===== config.mk =====
export PLATFORM = sky130hd
export DESIGN_NAME = video_sync_gen
export DESIGN_NICKNAME = d
export VERILOG_FILES = /design/src/rtl/video_timing_pkg.sv /design/src/rtl/sync_axis_counter.sv /design/src/rtl/video_sync_gen.sv
export SDC_FILE = /design/constraint.sdc
export NUM_CORES = 1
export LEC_CHECK = 0
export CAP_MARGIN = 20
export CORE_MARGIN = 2
export CORE_UTILIZATION = 55
export DETAILED_ROUTE_END_ITERATION = 16
export DONT_BUFFER_PORTS = 1
export GPL_TIMING_DRIVEN = 0
export PLACE_DENSITY = 0.74
export REMOVE_ABC_BUFFERS = 1
export SLEW_MARGIN = 20
export SYNTH_ARGS = -nofsm -noshare
export SYNTH_HDL_FRONTEND = slang
export SYNTH_SLANG_ARGS = --single-unit

===== constraint.sdc =====
create_clock -name char_clock -period 2.2 [get_ports char_clock]
set_input_delay 0.44 -clock char_clock [delete_from_list [all_inputs] [get_ports char_clock]]
set_output_delay 0.44 -clock char_clock [all_outputs]
set_load 0.01 [all_outputs]

===== src/rtl/video_timing_pkg.sv =====
// video_timing_pkg
// Default char-cell video timing constants and count widths shared by the
// sync generator and its axis counters.
package video_timing_pkg;

  localparam int H_VISIBLE_DEF = 132;
  localparam int H_FRONT_DEF   = 3;
  localparam int H_SYNC_DEF    = 17;
  localparam int H_BACK_DEF    = 24;
  localparam int H_TOTAL_DEF   = H_VISIBLE_DEF + H_FRONT_DEF + H_SYNC_DEF + H_BACK_DEF;

  localparam int V_VISIBLE_DEF = 600;
  localparam int V_FRONT_DEF   = 1;
  localparam int V_SYNC_DEF    = 4;
  localparam int V_BACK_DEF    = 23;
  localparam int V_TOTAL_DEF   = V_VISIBLE_DEF + V_FRONT_DEF + V_SYNC_DEF + V_BACK_DEF;

  localparam int CHAR_W = 8;
  localparam int LINE_W = 12;
  // All position compares are done at this width, counts zero-extended.
  localparam int CMP_W  = 12;

endpackage


===== src/rtl/sync_axis_counter.sv =====
// sync_axis_counter
// One timing axis (horizontal or vertical): a wrapping up-counter with
// a registered "next position is visible" flag and a registered sync flag
// that lags the count by one cycle.
// Ports:
//   clk         in   clock
//   reset_n     in   asynchronous active-low reset
//   enable      in   advance the count this edge
//   count       out  current position 0..TOTAL-1
//   wrap        out  count is at TOTAL-1 and enable is high (wraps this edge)
//   visible     out  count is inside the visible region (registered next-state)
//   sync_active out  previous-cycle count was inside the sync region
module sync_axis_counter
  import video_timing_pkg::*;
#(
  parameter int TOTAL      = 176,
  parameter int VISIBLE    = 132,
  parameter int SYNC_START = 135,
  parameter int SYNC_LEN   = 17,
  parameter int W          = 8
) (
  input  logic         clk,
  input  logic         reset_n,
  input  logic         enable,
  output logic [W-1:0] count,
  output logic         wrap,
  output logic         visible,
  output logic         sync_active
);

  logic [W-1:0]     r_count;
  logic             r_visible;
  logic             r_sync;
  logic [W-1:0]     w_count_next;
  logic [CMP_W-1:0] w_cur_ext;
  logic [CMP_W-1:0] w_next_ext;

  assign w_cur_ext  = CMP_W'(r_count);
  assign w_next_ext = CMP_W'(w_count_next);
  assign wrap       = enable && (w_cur_ext == CMP_W'(TOTAL - 1));

  always_comb begin
    w_count_next = r_count;
    if (enable) begin
      if (wrap) w_count_next = '0;
      else      w_count_next = r_count + W'(1);
    end
  end

  always_ff @(posedge clk or negedge reset_n) begin
    if (!reset_n) begin
      r_count   <= '0;
      r_visible <= 1'b0;
      r_sync    <= 1'b0;
    end else begin
      r_count   <= w_count_next;
      // Evaluated on the next count so the flag lines up with that count.
      r_visible <= (w_next_ext < CMP_W'(VISIBLE));
      // Evaluated on the current count: one-cycle lag matches the renderer stage.
      r_sync    <= (w_cur_ext >= CMP_W'(SYNC_START)) &&
                   (w_cur_ext <  CMP_W'(SYNC_START + SYNC_LEN));
    end
  end

  assign count       = r_count;
  assign visible     = r_visible;
  assign sync_active = r_sync;

endmodule


===== src/rtl/video_sync_gen.sv =====
// video_sync_gen
// Timing master for the char-cell video path. Free-running char/line
// counters, pre_visible for the renderer, and hsync/vsync/frame_start
// delayed one char_clock to line up with the renderer's registered pixels.
// Optional feature macro: VIDEO_SYNC_GEN_FRAME_CNT_EN adds a 16-bit
// frame_count output that advances with each frame_start.
// Ports:
//   char_clock  in   char-rate clock
//   reset_n     in   asynchronous active-low reset
//   char_count  out  current char index 0..H_TOTAL-1
//   line_count  out  current line index 0..V_TOTAL-1
//   pre_visible out  current position visible; pixel appears next cycle
//   hsync       out  horizontal sync, active level HSYNC_POL
//   vsync       out  vertical sync, active level VSYNC_POL
//   frame_start out  one-cycle pulse after the first visible char of a frame
//   frame_count out  frames seen, wraps (only with the feature macro)
module video_sync_gen
  import video_timing_pkg::*;
#(
  parameter int H_VISIBLE = H_VISIBLE_DEF,
  parameter int H_FRONT   = H_FRONT_DEF,
  parameter int H_SYNC    = H_SYNC_DEF,
  parameter int H_BACK    = H_BACK_DEF,
  parameter int V_VISIBLE = V_VISIBLE_DEF,
  parameter int V_FRONT   = V_FRONT_DEF,
  parameter int V_SYNC    = V_SYNC_DEF,
  parameter int V_BACK    = V_BACK_DEF,
  parameter bit HSYNC_POL = 1'b1,
  parameter bit VSYNC_POL = 1'b1
) (
  input  logic              char_clock,
  input  logic              reset_n,
  output logic [CHAR_W-1:0] char_count,
  output logic [LINE_W-1:0] line_count,
  output logic              pre_visible,
  output logic              hsync,
  output logic              vsync,
`ifdef VIDEO_SYNC_GEN_FRAME_CNT_EN
  output logic              frame_start,
  output logic [15:0]       frame_count
`else
  output logic              frame_start
`endif
);

  localparam int H_TOTAL = H_VISIBLE + H_FRONT + H_SYNC + H_BACK;
  localparam int V_TOTAL = V_VISIBLE + V_FRONT + V_SYNC + V_BACK;

  generate
    if (H_TOTAL > 256) begin : g_h_total_chk
      $error("video_sync_gen: H_TOTAL exceeds 8-bit char counter");
    end
    if (V_TOTAL > 4096) begin : g_v_total_chk
      $error("video_sync_gen: V_TOTAL exceeds 12-bit line counter");
    end
  endgenerate

  // Holds the counters at (0,0) for the first edge after reset so that
  // pre_visible can come up before counting starts.
  logic              r_started;
  logic              r_frame_start;
  logic              w_h_wrap;
  logic              w_v_wrap;
  logic              w_h_vis;
  logic              w_v_vis;
  logic              w_h_sync;
  logic              w_v_sync;
  logic [CHAR_W-1:0] w_char;
  logic [LINE_W-1:0] w_line;

  sync_axis_counter #(
    .TOTAL      (H_TOTAL),
    .VISIBLE    (H_VISIBLE),
    .SYNC_START (H_VISIBLE + H_FRONT),
    .SYNC_LEN   (H_SYNC),
    .W          (CHAR_W)
  ) u_h_axis (
    .clk         (char_clock),
    .reset_n     (reset_n),
    .enable      (r_started),
    .count       (w_char),
    .wrap        (w_h_wrap),
    .visible     (w_h_vis),
    .sync_active (w_h_sync)
  );

  sync_axis_counter #(
    .TOTAL      (V_TOTAL),
    .VISIBLE    (V_VISIBLE),
    .SYNC_START (V_VISIBLE + V_FRONT),
    .SYNC_LEN   (V_SYNC),
    .W          (LINE_W)
  ) u_v_axis (
    .clk         (char_clock),
    .reset_n     (reset_n),
    .enable      (w_h_wrap),
    .count       (w_line),
    .wrap        (w_v_wrap),
    .visible     (w_v_vis),
    .sync_active (w_v_sync)
  );

  always_ff @(posedge char_clock or negedge reset_n) begin
    if (!reset_n) begin
      r_started     <= 1'b0;
      r_frame_start <= 1'b0;
    end else begin
      r_started     <= 1'b1;
      r_frame_start <= pre_visible && (w_char == '0) && (w_line == '0);
    end
  end

`ifdef VIDEO_SYNC_GEN_FRAME_CNT_EN
  logic [15:0] r_frame_count;

  always_ff @(posedge char_clock or negedge reset_n) begin
    if (!reset_n) begin
      r_frame_count <= '0;
    end else if (pre_visible && (w_char == '0) && (w_line == '0)) begin
      r_frame_count <= r_frame_count + 16'd1;
    end
  end

  assign frame_count = r_frame_count;
`endif

  assign char_count  = w_char;
  assign line_count  = w_line;
  assign pre_visible = w_h_vis & w_v_vis;
  assign hsync       = HSYNC_POL ? w_h_sync : ~w_h_sync;
  assign vsync       = VSYNC_POL ? w_v_sync : ~w_v_sync;
  assign frame_start = r_frame_start;

endmodule


==> results.toml <==
[placed_design]
dpl.cell_count = 176
port_buffers = 0
postPlaceCellArea_mm2 = 0.001509
hpwl_um = 2224
place_congestion = 0.8238

[floorplanning]
rows = 18
initial_core_util = 0.5942
chipWidth_um = 56.21
coreArea_mm2 = 0.002522
dieArea_mm2 = 0.003159
io_pins = 26
fp.dieH_um = 56.21

[job]
max-cap-violations = 0

[cts]
cts_tree = "built"
clkTransAtPathRegs_ns = 0.14
numCtsBuffers = 3
cts-htree-levels = 1
cts-root-buf = "clkbuf_4"
cts_max_path_buffers = 2
cts_num_sinks = 26
insertion_delay_ns = 0.32

[synth]
synth-edff-count = 0
ys_ff_latch = 26
ys_top_cells_by_area = "dfrtp_1, ha_1, xnor2_1"
yosysTopAreaCell = "dfrtp_1"
synth_top_area_frac = 0.4341
yosys_warnings = 0
synth_top_flop_cell = "dfrtp_1"
syn-instance-count = 151
synth_area_mm2 = 0.001499
synth_area_per_cell_um2 = 9.927
ys_seq_area_frac = 0.4341
yosysUniqueCellTypes = 46
async_flop_share = 1.000

[route]
routedWlPerCell_um = 17.19
via_per_inst = 6.226
post-route-drc-count = 0
num_vias = 1183
routed_wl_um = 3266
drt_iter0_drc = 69
ant_nets = 0
drt_pass1_iterations = 4

[final_layout]
finalInstanceArea_mm2 = 0.001658
area_delta_synth_final_pct = 10.60
antenna_cells = 0
utilization = 0.6572
fin_cells = 190
final_cell_mix = "dfrtp_1, nor2_1, nand2_1"
layout_commonest_cell = "dfrtp_1"
fill_cells = 198
nets = 169
drive_gt1_frac = 0.1813

[worst_setup_path]
path_class = "register to register"
rr_worst_depth = 7
rrSetupSlack_ns = 0.14
crit_required_ns = 2.47
worstSetupEndpointType = "register"
crit_path_start_kind = "register"
r2r_end = "u_v_axis.visible$_DFF_PN0_"
reg2reg_from = "u_v_axis.count[0]$_DFFE_PN0N_"
crit_fanout = 7
critPathArrivalTime_ns = 2.33
crit_start = "u_v_axis.count[0]$_DFFE_PN0N_"

[power_and_ir_drop]
p_leak_nw = 0.7363
power-per-cell-area_mw_per_mm2 = 698.1
irDropWorstVdd_mv = 0.6923

[grt]
grt_use_total = 0.2160
grt_pass1_vias = 1170
antenna_found_initial = 0
grt_max_degree = 27
overflow = 0
grt_pass1_wl_um = 5444

[sta]
period_needed_ns = 2.056
setup_viol_count_final = 0
timing.fmax_mhz = 486.3
drv_slew = 0
hold_slack_ns = 0.5181
fin_crit_sh = 0.9347
grt_setup_unrepaired = "false"
fin_skew_ns = 0.003629
hold_violations = 0
tns_ns = 0

[min_path]
hold_path_class = "input port to asynchronous set/reset pin"

[run_status]
status = "finished, final reports clean"
-- worst max-delay path by stage --
| stage | slack [ns] | end |
|---|---|---|
| CTS | 0.01 | u_v_axis.visible$_DFF_PN0_ |
| detailed placement | -0.55 | u_v_axis.visible$_DFF_PN0_ |
| global route | 0.03 | u_v_axis.visible$_DFF_PN0_ |
| floorplan | 0.02 | u_v_axis.visible$_DFF_PN0_ |
| finish | 0.14 | u_v_axis.visible$_DFF_PN0_ |
| global placement | -0.46 | u_v_axis.visible$_DFF_PN0_ |
-- logic make-up (layout without fill, tap and decap cells) --
kind of cell	after synthesis	in the layout	share of synthesized area
compound gates	21	21	0.1043
xor+xnor	11	11	0.06428
fa+ha+maj	6	6	0.05008
buf+inv	13	22	0.03839
flops	26	26	0.4341
mux	5	5	0.03756
other cells	1	1	0.002502
simple gates	68	68	0.2688
-- repair_timing --
| item | in CTS | in global routing |
|---|---|---|
| endpoints found under the hold margin | 26 | 0 |
| pin swaps | 2 | 1 |
| endpoints found under the setup margin | 8 | 1 |
| gates resized for setup | 2 | 6 |
| setup buffers | 3 | 5 |
| hold buffers | 2 | 0 |
-- stage by stage --
step	power, mW	worst slack (ns)
detailed placement	0.9060	-0.5469
global route	1.227	0.02547
floorplan	0.8401	0.01795
CTS	1.157	0.009964
finish	1.157	0.1437
global placement	0.8873	-0.4610
-- Yosys cell counts, types with 3 or more instances --
library cell	n
xnor2_1	8
ha_1	6
a21oi_1	3
and3_1	4
dfrtp_1	26
nand4_1	6
nand2_1	14
inv_1	8
clkbuf_1	3
o21ai_0	3
nand3_1	9
nor2_1	16
mux2i_1	3
xor2_1	3
-- power by group --
group | leakage (nW) | switching (mW) | internal [mW]
Clock | 0.0210 | 0.141 | 0.101
Combinational | 0.379 | 0.131 | 0.111
Sequential | 0.336 | 0.136 | 0.538
Total | 0.736 | 0.407 | 0.750
-- critical path, stage by stage (launching register included) --
cell       delay, ns
dfrtp_2         0.48
ha_2            0.28
nand4bb_1       0.17
nor4_4          0.38
o211ai_2        0.12
mux2_4          0.28
nor2_2          0.12
o211a_1         0.18
-- registers in the layout, summed over array words and instances (netlist names) --
signal,cells
u_v_axis.count,12
u_h_axis.count,8
frame_start,1
r_started,1
u_h_axis.sync_active,1
u_h_axis.visible,1
u_v_axis.sync_active,1
u_v_axis.visible,1
-- cell type report --
type	count	area [um^2]	share of cell area
repair buffers	10	90.09	0.05434
well taps	30	37.54	0.02264
multi-input cells	112	810.8	0.4891
inverters	8	30.03	0.01811
clock buffers	4	36.28	0.02189
flip-flops and latches	26	653.1	0.3940
-- metal layers --
metal | global-route usage | vias up | wire length, um
li1 | - | 553 | -
met1 | 0.2775 | 573 | 1363
met2 | 0.3546 | 47 | 1636
met3 | 0.04419 | 10 | 196
met4 | 0.08503 | 0 | 68
met5 | 0 | - | 0
Note: power is estimated with default switching activity, not from simulation.
